File: src/rtl/l2_port_arbiter.sv
// rtl/l2_port_arbiter.sv - two-to-one Wishbone line-port arbiter (ifetch/data -> L2)
//
// Ports:
//   clk, rst_n                  clock, synchronous active-low reset
//   if_cyc/if_stb/if_adr        ifetch master request (read-only); if_ack completion
//   dm_cyc/dm_stb/dm_we/dm_adr  data master request; dm_sel byte enables,
//   dm_sel/dm_dat_m             dm_dat_m write line; dm_ack completion
//   up_dat_s                    read line broadcast to both masters
//   pm_*                        shared downstream line port
//   grant_cnt_if/grant_cnt_dm   saturating grants issued per port
//   wait_cnt                    saturating cycles with an ungranted request

module l2_port_arbiter #(
    parameter int CNT_W = 16
) (
    input  logic             clk,
    input  logic             rst_n,
    input  logic             if_cyc,
    input  logic             if_stb,
    input  logic [11:0]      if_adr,
    output logic             if_ack,
    input  logic             dm_cyc,
    input  logic             dm_stb,
    input  logic             dm_we,
    input  logic [11:0]      dm_adr,
    input  logic [15:0]      dm_sel,
    input  logic [127:0]     dm_dat_m,
    output logic             dm_ack,
    output logic [127:0]     up_dat_s,
    output logic             pm_cyc,
    output logic             pm_stb,
    output logic             pm_we,
    output logic [11:0]      pm_adr,
    output logic [15:0]      pm_sel,
    output logic [127:0]     pm_dat_m,
    input  logic [127:0]     pm_dat_s,
    input  logic             pm_ack,
    output logic [CNT_W-1:0] grant_cnt_if,
    output logic [CNT_W-1:0] grant_cnt_dm,
    output logic [CNT_W-1:0] wait_cnt
);

    typedef enum logic [1:0] {
        IDLE   = 2'd0,
        GNT_IF = 2'd1,
        GNT_DM = 2'd2
    } state_t;

    state_t state, state_nxt;
    logic   last_dm;            // 1 = data port was granted most recently
    logic   grant_if, grant_dm; // one-cycle pulses on the IDLE->GNT edge
    logic   if_req, dm_req;
    logic   waiting;

    assign if_req   = if_cyc & if_stb;
    assign dm_req   = dm_cyc & dm_stb;
    assign up_dat_s = pm_dat_s;

    // A requester waits in any cycle it asks but does not own the port,
    // including the arbitration cycle spent in IDLE.
    assign waiting = (if_req && state != GNT_IF) || (dm_req && state != GNT_DM);

    always_comb begin
        state_nxt = state;
        grant_if  = 1'b0;
        grant_dm  = 1'b0;
        pm_cyc    = 1'b0;
        pm_stb    = 1'b0;
        pm_we     = 1'b0;
        pm_adr    = '0;
        pm_sel    = '0;
        pm_dat_m  = '0;
        if_ack    = 1'b0;
        dm_ack    = 1'b0;
        // Output drive is gated on rst_n directly so the port goes quiet in
        // the very cycle reset is asserted, not one edge later.
        if (rst_n) begin
            case (state)
                IDLE: begin
                    if (if_req && dm_req) begin
                        // Tie: favour the port that did not go last.
                        if (last_dm) begin
                            grant_if  = 1'b1;
                            state_nxt = GNT_IF;
                        end else begin
                            grant_dm  = 1'b1;
                            state_nxt = GNT_DM;
                        end
                    end else if (if_req) begin
                        grant_if  = 1'b1;
                        state_nxt = GNT_IF;
                    end else if (dm_req) begin
                        grant_dm  = 1'b1;
                        state_nxt = GNT_DM;
                    end
                end
                GNT_IF: begin
                    pm_cyc = if_req;
                    pm_stb = if_req;
                    pm_adr = if_adr;
                    pm_sel = 16'hFFFF;   // ifetch always reads a full line
                    if (pm_ack) begin
                        if_ack    = 1'b1;
                        state_nxt = IDLE;
                    end else if (!if_cyc) begin
                        state_nxt = IDLE;  // abort: any later ack lands in IDLE and is dropped
                    end
                end
                GNT_DM: begin
                    pm_cyc   = dm_req;
                    pm_stb   = dm_req;
                    pm_we    = dm_we;
                    pm_adr   = dm_adr;
                    pm_sel   = dm_sel;
                    pm_dat_m = dm_dat_m;
                    if (pm_ack) begin
                        dm_ack    = 1'b1;
                        state_nxt = IDLE;
                    end else if (!dm_cyc) begin
                        state_nxt = IDLE;
                    end
                end
                default: state_nxt = IDLE;
            endcase
        end
    end

    always_ff @(posedge clk) begin
        if (!rst_n) begin
            state        <= IDLE;
            last_dm      <= 1'b0;
            grant_cnt_if <= '0;
            grant_cnt_dm <= '0;
            wait_cnt     <= '0;
        end else begin
            state <= state_nxt;
            if (grant_if) begin
                last_dm <= 1'b0;
                if (grant_cnt_if != '1)
                    grant_cnt_if <= grant_cnt_if + 1'b1;
            end
            if (grant_dm) begin
                last_dm <= 1'b1;
                if (grant_cnt_dm != '1)
                    grant_cnt_dm <= grant_cnt_dm + 1'b1;
            end
            if (waiting && wait_cnt != '1)
                wait_cnt <= wait_cnt + 1'b1;
        end
    end

endmodule

File: config.mk
export PLATFORM = sky130hd
export DESIGN_NAME = l2_port_arbiter
export DESIGN_NICKNAME = d
export VERILOG_FILES = /design/src/rtl/l2_port_arbiter.sv
export SDC_FILE = /design/constraint.sdc
export NUM_CORES = 1
export LEC_CHECK = 0
export CORE_AREA = 2 2 251 253
export CTS_CLUSTER_DIAMETER = 30
export DETAILED_ROUTE_END_ITERATION = 7
export DIE_AREA = 0 0 253 255
export GPL_TIMING_DRIVEN = 0
export PLACE_DENSITY = 0.37
export SLEW_MARGIN = 40
export SYNTH_ARGS = -nofsm -noshare
export SYNTH_HDL_FRONTEND = slang
export SYNTH_SLANG_ARGS = --single-unit
File: constraint.sdc
create_clock -name clk -period 2.6 [get_ports clk]
set_input_delay 0.39 -clock clk [delete_from_list [all_inputs] [get_ports clk]]
set_output_delay 0.39 -clock clk [all_outputs]
set_load 0.02 [all_outputs]
==> results of run 1 <==
## metrics by stage
| step | setup slack, ns | std cells | hold WS, ns | setup TNS, ns |
|---|---|---|---|---|
| after floorplan | 0.530 | 693 | 0.450 | 0 |
| after global placement | -1.46 | 2004 | 0.477 | -215.31 |
| after detailed placement | -1.22 | 2004 | 0.485 | -149.21 |
| after CTS | 0.000780 | 2012 | 0.498 | 0 |
| after global routing | 0.0111 | 2012 | 0.535 | 0 |
| final | 0.145 | 2012 | 0.501 | 0 |
## per-layer routing
layer  wire, um  track usage, %
met1      15700            13.3
met2      16900            17.4
met3       3060            3.59
met4        242            1.10
met5         27               0
## kinds of logic after synthesis
logic type      Yosys count  synth area share (%)
fa+ha+maj                 8                  1.98
mux                      16                  3.16
flops                    51                  20.2
buf+inv                 195                  24.2
compound gates          109                  14.0
simple gates            314                  36.5
## registers in the layout, indices dropped and copies added (netlist names)
register      flops
state             2
wait_cnt         16
grant_cnt_if     16
grant_cnt_dm     16
last_dm           1
## repair_timing
item,in CTS,in global routing
pin swaps,1,1
cloned,0,0
endpoints found under the setup margin,181,37
resized for setup,239,37
buffers inserted,2,0
## cell usage after synthesis, types with 3 or more instances
master and instances:
dfxtp_1 51, a22oi_1 13, buf_2 3, nand2_1 38, and3_1 144, nand4_1 13, buf_4 129, a41oi_1 4
nor4b_1 5, mux2i_1 16, nor3_1 5, o31ai_1 13, a211oi_1 8, or3_1 6, nor2_1 33, and4b_1 3
and4_1 7, o21ai_0 11, nand3_1 21, clkbuf_1 53, ha_1 8, inv_1 7, and2_1 4, or4_1 12
o41ai_1 3, nand3b_1 3, o21a_1 3, nand2b_1 11, a21oi_1 43, nor4_1 3
## path summary, 6_finish.rpt
| path | start | slack [ns] | to | depth (start not counted) |
|---|---|---|---|---|
| setup / recovery | state[0] | 0.14 | pm_dat_m[55] | 6 |
| hold reg to reg | grant_cnt_dm[9] | 0.50 | grant_cnt_dm[9] | 2 |
| setup reg to reg | state[0] | 0.19 | wait_cnt[8] | 9 |
| hold / removal | grant_cnt_dm[9] | 0.50 | grant_cnt_dm[9] | 2 |
## worst max-delay path: cells and delay by family (launching register included)
kind | cells | cell delay (ns)
flops | 1 | 0.33
buf+inv | 4 | 0.89
fa+ha+maj | 1 | 0.21
simple gates | 1 | 0.31
## placed cells by master, fill, tap and decap left out, types with 3 or more instances in the layout
master	n
a211oi_1	8
a21oi_1	42
a22oi_1	12
a41oi_1	4
and2_1	4
and3_1	139
and3_2	5
and4_1	7
and4b_1	3
buf_2	4
buf_4	130
clkbuf_1	14
clkbuf_16	6
clkbuf_2	28
clkbuf_4	5
clkbuf_8	4
clkdlybuf4s15_1	11
clkdlybuf4s15_2	19
clkdlybuf4s50_1	360
dfxtp_1	50
dlygate4sd2_1	91
dlymetal6s2s_1	29
ha_1	6
inv_1	7
mux2i_1	16
nand2_1	38
nand2b_1	11
nand3_1	21
nand3b_1	3
nand4_1	13
nor2_1	33
nor3_1	5
nor4_1	3
nor4b_1	4
o21a_1	3
o21ai_0	11
o31ai_1	13
o41ai_1	3
or3_1	6
or4_1	12
## where the power goes
group / internal [mW] / switching (mW) / leakage (nW) / total [mW]
combinational: 0.715 / 0.610 / 5.05 / 1.33
clock: 0.554 / 0.349 / 0.0911 / 0.903
sequential: 0.791 / 0.0155 / 0.412 / 0.807
## area by class of cell
type                            count  area [um2]  share of cell area, %
Clock buffer                        6         129                   1.12
Sequential cell                    51        1020                   8.85
Clock inverter                      2        60.1                  0.520
Tap cell                          799        1000                   8.66
Inverter                            8        30.0                  0.260
Multi-Input combinational cell    447        2870                   24.8
Buffer                            185        1320                   11.4
Timing Repair Buffer              514        5120                   44.4
==> out/qor.csv, run 1 <==
metric,value,unit
outcome,completed,
CTS max path bufs,2,
Setup Skew,0.0120,ns
largest net degree at the start of global routing,16,
GRT Util Overall,10.4,%
CP cell instances,"inv_1, ha_4, clkbuf_8, clkbuf_2, and3_1, clkdlybuf4s15_2",
antenna violations before repair,3,
post-DR wirelength/cell,17.9,um
vias in the first global route,6836,
final WL,35900,um
Syn. warnings,0,
io pins,641,
max incr delay on CP,0.33,ns
Pins Over Slew Limit,0,
post-synthesis sequential area ratio,20.2,%
worst-path fanout max,10,
NumNets Final,1524,
core region area,0.0622,mm2
Placer Congestion,0.843,
# hold bufs at CTS,0,
Pwr Density,263,mW/mm2
DRC violations left,0,
slew at the pin closest to its max-slew limit,0.739,ns
Crit path required time,2.21,ns
via count,7069,
Synthesized Nets,1005,
Gate Count Post-Synth,693,
Total Power,3.03,mW
"top cells by area, synth","dfxtp_1, buf_4, and3_1",
Leak Pwr,5.55,nW
FMAX,407,MHz
RSZ-0062 raised after global routing,no,
Fillers,7048,
slowest CP cell,dfxtp_1,
Worst IR Drop VDD,0.288,mV
fin area,0.0115,mm2
first-iteration detailed-routing DRC count,234,
drt via density,3.51,
grt ovf,0,
CTS root buffer,clkbuf_16,
chip height,255,um
Layout area overhead,128,%
# Max-Cap Violations,0,
crit path kind,flip-flop to output pin,
Tcrit/Tclk final,94.4,%
Crit. End Element,output pin,
post-synthesis async set-or-reset flop share,0,%
Initial Utilization,8.15,%
final setup vio count,0,
"Core Util, Final",18.6,%
layout cell share with drive strength beyond 1,18.0,%
clock transition at the registers of the reported paths,0.08,ns
placed cell area,0.0112,mm2
synth unique cells,48,
port bufs,512,
Ant. Diodes,0,
CTS H-Tree Depth,2,
clk_lat worst skew,0.31,ns
final hold violation count,0,
die area,0.0645,mm2
hpwl dp,30500,um
TritonCTS clock tree,done,
mapped cell area,0.00506,mm2
Max-slew headroom,50.8,%
Rows,92,
"Top FF cell, synth",dfxtp_1,
Hold Path Class,flip-flop to flip-flop,
register bit total from synthesis,51,
first-pass GRT wire length,48800,um
TritonRoute pass-1 iters,4,
minimum clock period,2.46,ns
Post-DRT Antenna Nets,0,
Die Width,253,um
arrival time at the worst endpoint,2.07,ns
syn_area_per_cell,7.31,um2
cts bufs inserted,5,
Startpoint Class,flip-flop,
leading area contributor after synthesis,dfxtp_1,
CTS Sinks,51,
share of the synthesized area in the top cell type,20.2,%
Post-synth EDFFs,0,
Note: power is estimated with default switching activity, not from simulation.
==> run 2, diff against run 1 <==
--- a/config.mk
+++ b/config.mk
@@ -11,6 +11,7 @@
 export DIE_AREA = 0 0 253 255
 export GPL_TIMING_DRIVEN = 0
 export PLACE_DENSITY = 0.37
+export RECOVER_POWER = 50
 export SLEW_MARGIN = 40
 export SYNTH_ARGS = -nofsm -noshare
 export SYNTH_HDL_FRONTEND = slang
==> out/qor.csv, run 2 (synthesized netlist as in run 1, its figures left out) <==
metric,value,unit,change
outcome,completed,,
Setup Skew,0.0116,ns,-0.000395 ns
"commonest non-fill, non-tap cell in the layout",clkdlybuf4s50_1,,
layout cell share with drive strength beyond 1,18.0,%,unchanged
TritonRoute pass-1 iters,4,,unchanged
DRC violations left,0,,unchanged
chip height,255,um,unchanged
vias in the first global route,6836,,unchanged
CP cell instances,"inv_1, ha_4, clkbuf_8, clkbuf_2, and3_1, clkdlybuf4s15_2",,
Layout area overhead,127,%,
largest net degree at the start of global routing,16,,unchanged
placed cell area,0.0112,mm2,unchanged
Crit. End Element,output pin,,
Rows,92,,unchanged
arrival time at the worst endpoint,2.07,ns,about the same
Die Width,253,um,unchanged
most frequent cells in the layout,"clkdlybuf4s50_1, dlygate4sd3_1, and3_1",,
Placer Congestion,0.843,,unchanged
fin area,0.0115,mm2,-0.26%
minimum clock period,2.46,ns,+0.00799 ns
max incr delay on CP,0.33,ns,about the same
core region area,0.0622,mm2,unchanged
antenna violations before repair,3,,unchanged
crit path kind,flip-flop to output pin,,
Fin Hold WS,0.498,ns,-0.00272 ns
final WL,35800,um,-0.27%
CTS max path bufs,2,,unchanged
post-DR wirelength/cell,17.8,um,-0.37%
FMAX,406,MHz,-0.32%
CTS H-Tree Depth,2,,unchanged
Tcrit/Tclk final,94.7,%,+0.31 points
die area,0.0645,mm2,unchanged
Startpoint Class,flip-flop,,
Crit path required time,2.21,ns,about the same
Pwr Density,259,mW/mm2,-1.3%
grt ovf,0,,unchanged
clk_lat worst skew,0.31,ns,about the same
Initial Utilization,8.15,%,unchanged
slew at the pin closest to its max-slew limit,0.746,ns,+0.00708 ns
Hold Path Class,flip-flop to flip-flop,,
io pins,641,,unchanged
CTS root buffer,clkbuf_16,,
# Max-Cap Violations,0,,unchanged
drt via density,3.51,,about the same
worst-path fanout max,10,,unchanged
via count,7073,,+0.057%
final hold violation count,0,,unchanged
final setup vio count,0,,unchanged
first-pass GRT wire length,48800,um,unchanged
CTS Sinks,51,,unchanged
Post-DRT Antenna Nets,0,,unchanged
clock transition at the registers of the reported paths,0.08,ns,about the same
port bufs,512,,unchanged
Fillers,7053,,+0.071%
cts bufs inserted,5,,unchanged
first-iteration detailed-routing DRC count,239,,+2.1%
NumNets Final,1524,,unchanged
hpwl dp,30500,um,unchanged
slowest CP cell,dfxtp_1,,
TritonCTS clock tree,done,,
Worst IR Drop VDD,0.288,mV,about the same
Leak Pwr,5.67,nW,+2.2%
GRT Util Overall,10.4,%,unchanged
Max-slew headroom,50.3,%,-0.47 points
biggest regs,"grant_cnt_dm (16), grant_cnt_if (16), wait_cnt (16)",,
# hold bufs at CTS,0,,unchanged
RSZ-0062 raised after global routing,no,,
Pins Over Slew Limit,0,,unchanged
[run 2: cell types whose count changed in the layout (fill, tap and decap cells not counted), sizes merged]
cell / before / now
diode: 0 / 2
dlygate4sd3: 0 / 176
dlymetal6s2s: 29 / 25
clkdlybuf4s50: 360 / 184
clkbuf: 57 / 62
buf: 138 / 137
[run 2: timing repair]
item | CTS | global route
buffers inserted | 2 | 0
gates resized for setup | 239 | 37
endpoints found under the setup margin | 181 | 37
pin swaps | 1 | 1
[run 2: path summary, 6_finish.rpt]
| check | slack, ns | start | to | depth (start not counted) |
|---|---|---|---|---|
| setup / recovery | 0.14 | state[0] | pm_dat_m[55] | 6 |
| hold / removal | 0.50 | grant_cnt_dm[9] | grant_cnt_dm[9] | 2 |
| setup reg to reg | 0.19 | state[0] | wait_cnt[8] | 9 |
| hold reg to reg | 0.50 | grant_cnt_dm[9] | grant_cnt_dm[9] | 2 |
[run 2: stage by stage]
step	util (%)	TNS [ns]	std cells	setup slack (ns)	total power [mW]
CTS	18.4	0	2012	0.000780	3.12
global placement	18.0	-215.31	2004	-1.46	2.16
finish	18.5	0	2014	0.137	2.99
global route	18.5	0	2012	0.0111	3.17
floorplan	-	0	693	0.530	1.40
detailed placement	18.0	-149.21	2004	-1.22	2.16
[run 2: routing by layer]
layer | vias up | global-route usage [%] | wire length [um]
li1 | 3426 | - | -
met1 | 3295 | 13.3 | 15600
met2 | 332 | 17.4 | 16900
met3 | 16 | 3.59 | 3070
met4 | 4 | 1.10 | 228
met5 | - | 0 | 27
[run 2: critical path: cells and delay by family, from the launching register on]
kind	cells	cell delay [ns]
flip-flops	1	0.33
buffers and inverters	4	0.89
adder cells (fa/ha/maj)	1	0.21
AND/OR/NAND/NOR	1	0.31
[run 2: area by class of cell]
cell class / count / area, um2 / share of cell area [%]
timing repair buffer: 514 / 5090 / 44.2
clock buffer: 6 / 129 / 1.12
buffer: 185 / 1320 / 11.4
antenna: 2 / 5.00 / 0.0434
multi-input combinational: 447 / 2870 / 24.9
inverter: 8 / 30.0 / 0.261
clock inverter: 2 / 60.1 / 0.521
tap: 799 / 1000 / 8.68
sequential: 51 / 1020 / 8.87
[run 2: power by group]
part	internal (mW)	switching [mW]	total (mW)	leakage (nW)
Clock	0.554	0.349	0.903	0.0911
Sequential	0.791	0.0152	0.806	0.412
Combinational	0.672	0.606	1.28	5.17
Total	2.02	0.970	2.99	5.67
==> run 3, diff against run 2 <==
--- a/config.mk
+++ b/config.mk
@@ -5,13 +5,13 @@
 export SDC_FILE = /design/constraint.sdc
 export NUM_CORES = 1
 export LEC_CHECK = 0
-export CORE_AREA = 2 2 251 253
+export CORE_AREA = 5 5 247 249
+export CTS_BUF_LIST = sky130_fd_sc_hd__clkbuf_4 sky130_fd_sc_hd__clkbuf_8 sky130_fd_sc_hd__clkbuf_16
 export CTS_CLUSTER_DIAMETER = 30
 export DETAILED_ROUTE_END_ITERATION = 7
-export DIE_AREA = 0 0 253 255
+export DIE_AREA = 0 0 252 254
 export GPL_TIMING_DRIVEN = 0
-export PLACE_DENSITY = 0.37
-export RECOVER_POWER = 50
+export PLACE_DENSITY = 0.38
 export SLEW_MARGIN = 40
 export SYNTH_ARGS = -nofsm -noshare
 export SYNTH_HDL_FRONTEND = slang
==> out/qor.csv, run 3 (synthesized netlist as in run 1, its figures left out) <==
metric,value,unit,change
outcome,completed,,
Seq pwr share,28.3,%,+1.3 points
Max-slew headroom,53.4,%,+3.1 points
register area,0.00102,mm2,unchanged
layout cell share with drive strength beyond 1,18.3,%,+0.32 points
hpwl dp,31100,um,+1.8%
antenna violations before repair,2,,-1
Initial Utilization,8.66,%,+0.52 points
biggest regs,"grant_cnt_dm (16), grant_cnt_if (16), wait_cnt (16)",,
Net Sw Power,0.975,mW,+0.48%
first-iteration detailed-routing DRC count,249,,+4.2%
first-pass GRT wire length,49200,um,+0.72%
vias in the first global route,7204,,+5.4%
TritonRoute pass-1 iters,6,,+2
Pwr Density,252,mW/mm2,-3.0%
fin area,0.0113,mm2,-2.0%
arrival time at the worst endpoint,2.14,ns,+0.07 ns
Leak Pwr,5.15,nW,-9.2%
CTS H-Tree Depth,2,,unchanged
via count,7123,,+0.71%
Setup Skew,0.0129,ns,+0.00123 ns
placed cell area,0.0112,mm2,-0.30%
# hold bufs at CTS,0,,unchanged
port bufs,512,,unchanged
CTS root buffer,clkbuf_16,,
# Max-Cap Violations,0,,unchanged
Non-Filler Instances,1993,,-1.0%
P_int,1.87,mW,-7.5%
Worst IR Drop VDD,0.210,mV,-27%
Switching Share,34.3,%,+1.8 points
Post-Place Cells,1978,,-1.3%
area of the multi-input gates,0.00286,mm2,-0.31%
final setup vio count,0,,unchanged
FMAX,395,MHz,-2.6%
GRT Util Overall,10.2,%,-0.19 points
worst-path fanout max,10,,unchanged
Die Width,252,um,-0.40%
cts bufs inserted,5,,unchanged
grt ovf,0,,unchanged
Hold Path Class,flip-flop to flip-flop,,
most frequent cells in the layout,"clkdlybuf4s50_1, and3_1, buf_4",,
Layout area overhead,123,%,
DRC violations left,0,,unchanged
Gate power share,46.1,%,+3.3 points
io pins,641,,unchanged
Rows,89,,-3.3%
reg2reg path depth,6,,-3
clock transition at the registers of the reported paths,0.08,ns,about the same
RSZ-0062 raised after global routing,no,,
clk_lat worst skew,0.31,ns,about the same
CTS Sinks,51,,unchanged
TritonCTS clock tree,done,,
Fillers,6590,,-6.6%
hold path cells,2,,unchanged
largest net degree at the start of global routing,19,,+3
"Core Util, Final",19.3,%,+0.78 points
slew at the pin closest to its max-slew limit,0.699,ns,-0.0466 ns
final WL,35700,um,-0.27%
post-DR wirelength/cell,17.9,um,+0.78%
Tcrit/Tclk final,97.3,%,+2.5 points
core region area,0.0585,mm2,-5.9%
Placer Congestion,0.856,,+1.5%
die area,0.0640,mm2,-0.79%
minimum clock period,2.53,ns,+0.0662 ns
Post-DRT Antenna Nets,0,,unchanged
Crit path required time,2.21,ns,about the same
Crit. End Element,output pin,,
NumNets Final,1530,,+0.39%
Startpoint Class,input pin,,
drt via density,3.57,,+1.8%
final hold violation count,0,,unchanged
Total Power,2.84,mW,-4.9%
Clock Power Share,25.5,%,-4.7 points
CTS max path bufs,2,,unchanged
chip height,254,um,-0.39%
"commonest non-fill, non-tap cell in the layout",clkdlybuf4s50_1,,
Pins Over Slew Limit,0,,unchanged
crit path kind,input pin to output pin,,
==> run 3: what timing repair did <==
item                                    in CTS  in global routing
endpoints found under the hold margin        0                  0
pin swaps                                    1                  0
resized for setup                          230                 77
setup buffers                                6                  1
gates cloned                                 0                  0
endpoints found under the setup margin     202                 67
==> run 3: routing by layer <==
layer / global-route usage, % / routed length, um / vias to the layer above
met3: 4.31 / 3790 / 23
li1: - / - / 3433
met5: 0 / 13 / -
met4: 1.41 / 343 / 2
met1: 11.3 / 13500 / 3313
met2: 18.8 / 18100 / 352
==> run 3: cell type report <==
class / instances / share of cell area [%]
repair buffers: 519 / 43.8
multi-input cells: 447 / 25.3
plain buffers: 186 / 11.6
flip-flops and latches: 51 / 9.05
well taps: 773 / 8.57
clock buffers: 5 / 1.11
inverters: 8 / 0.266
clock inverters: 3 / 0.244
diodes: 1 / 0.0222
==> run 3: power by group through the flow <==
stage | Combinational (mW) | Clock [mW] | Sequential [mW]
after detailed placement | 1.33 | 0 | 0.823
after floorplan | 0.574 | 0 | 0.828
after global routing | 1.41 | 0.801 | 0.808
after global placement | 1.33 | 0 | 0.823
final | 1.31 | 0.726 | 0.805
after CTS | 1.33 | 0.780 | 0.805
==> run 3: final timing paths <==
path / start / end / slack [ns]
worst min register to register: grant_cnt_dm[9] / grant_cnt_dm[9] / 0.49
worst max register to register: wait_cnt[0] / wait_cnt[6] / 0.26
worst min-delay path: grant_cnt_dm[9] / grant_cnt_dm[9] / 0.49
worst max-delay path: rst_n / pm_dat_m[25] / 0.07
==> run 3: worst max-delay path, cell delays in order <==
cell and delay [ns]:
clkdlybuf4s50_1 0.56, buf_8 0.19, clkbuf_8 0.19, clkbuf_4 0.22
and3_1 0.20, dlygate4sd2_1 0.36
==> run 3: per-stage QoR <==
step	setup WS (ns)	setup TNS, ns	hold WS (ns)
2_1_floorplan	0.530	0	0.450
3_3_place_gp	-1.30	-198.85	0.477
3_5_place_dp	-1.31	-189.90	0.481
4_1_cts	0.00777	0	0.493
5_1_grt	0.000187	0	0.532
6_report	0.0708	0	0.489
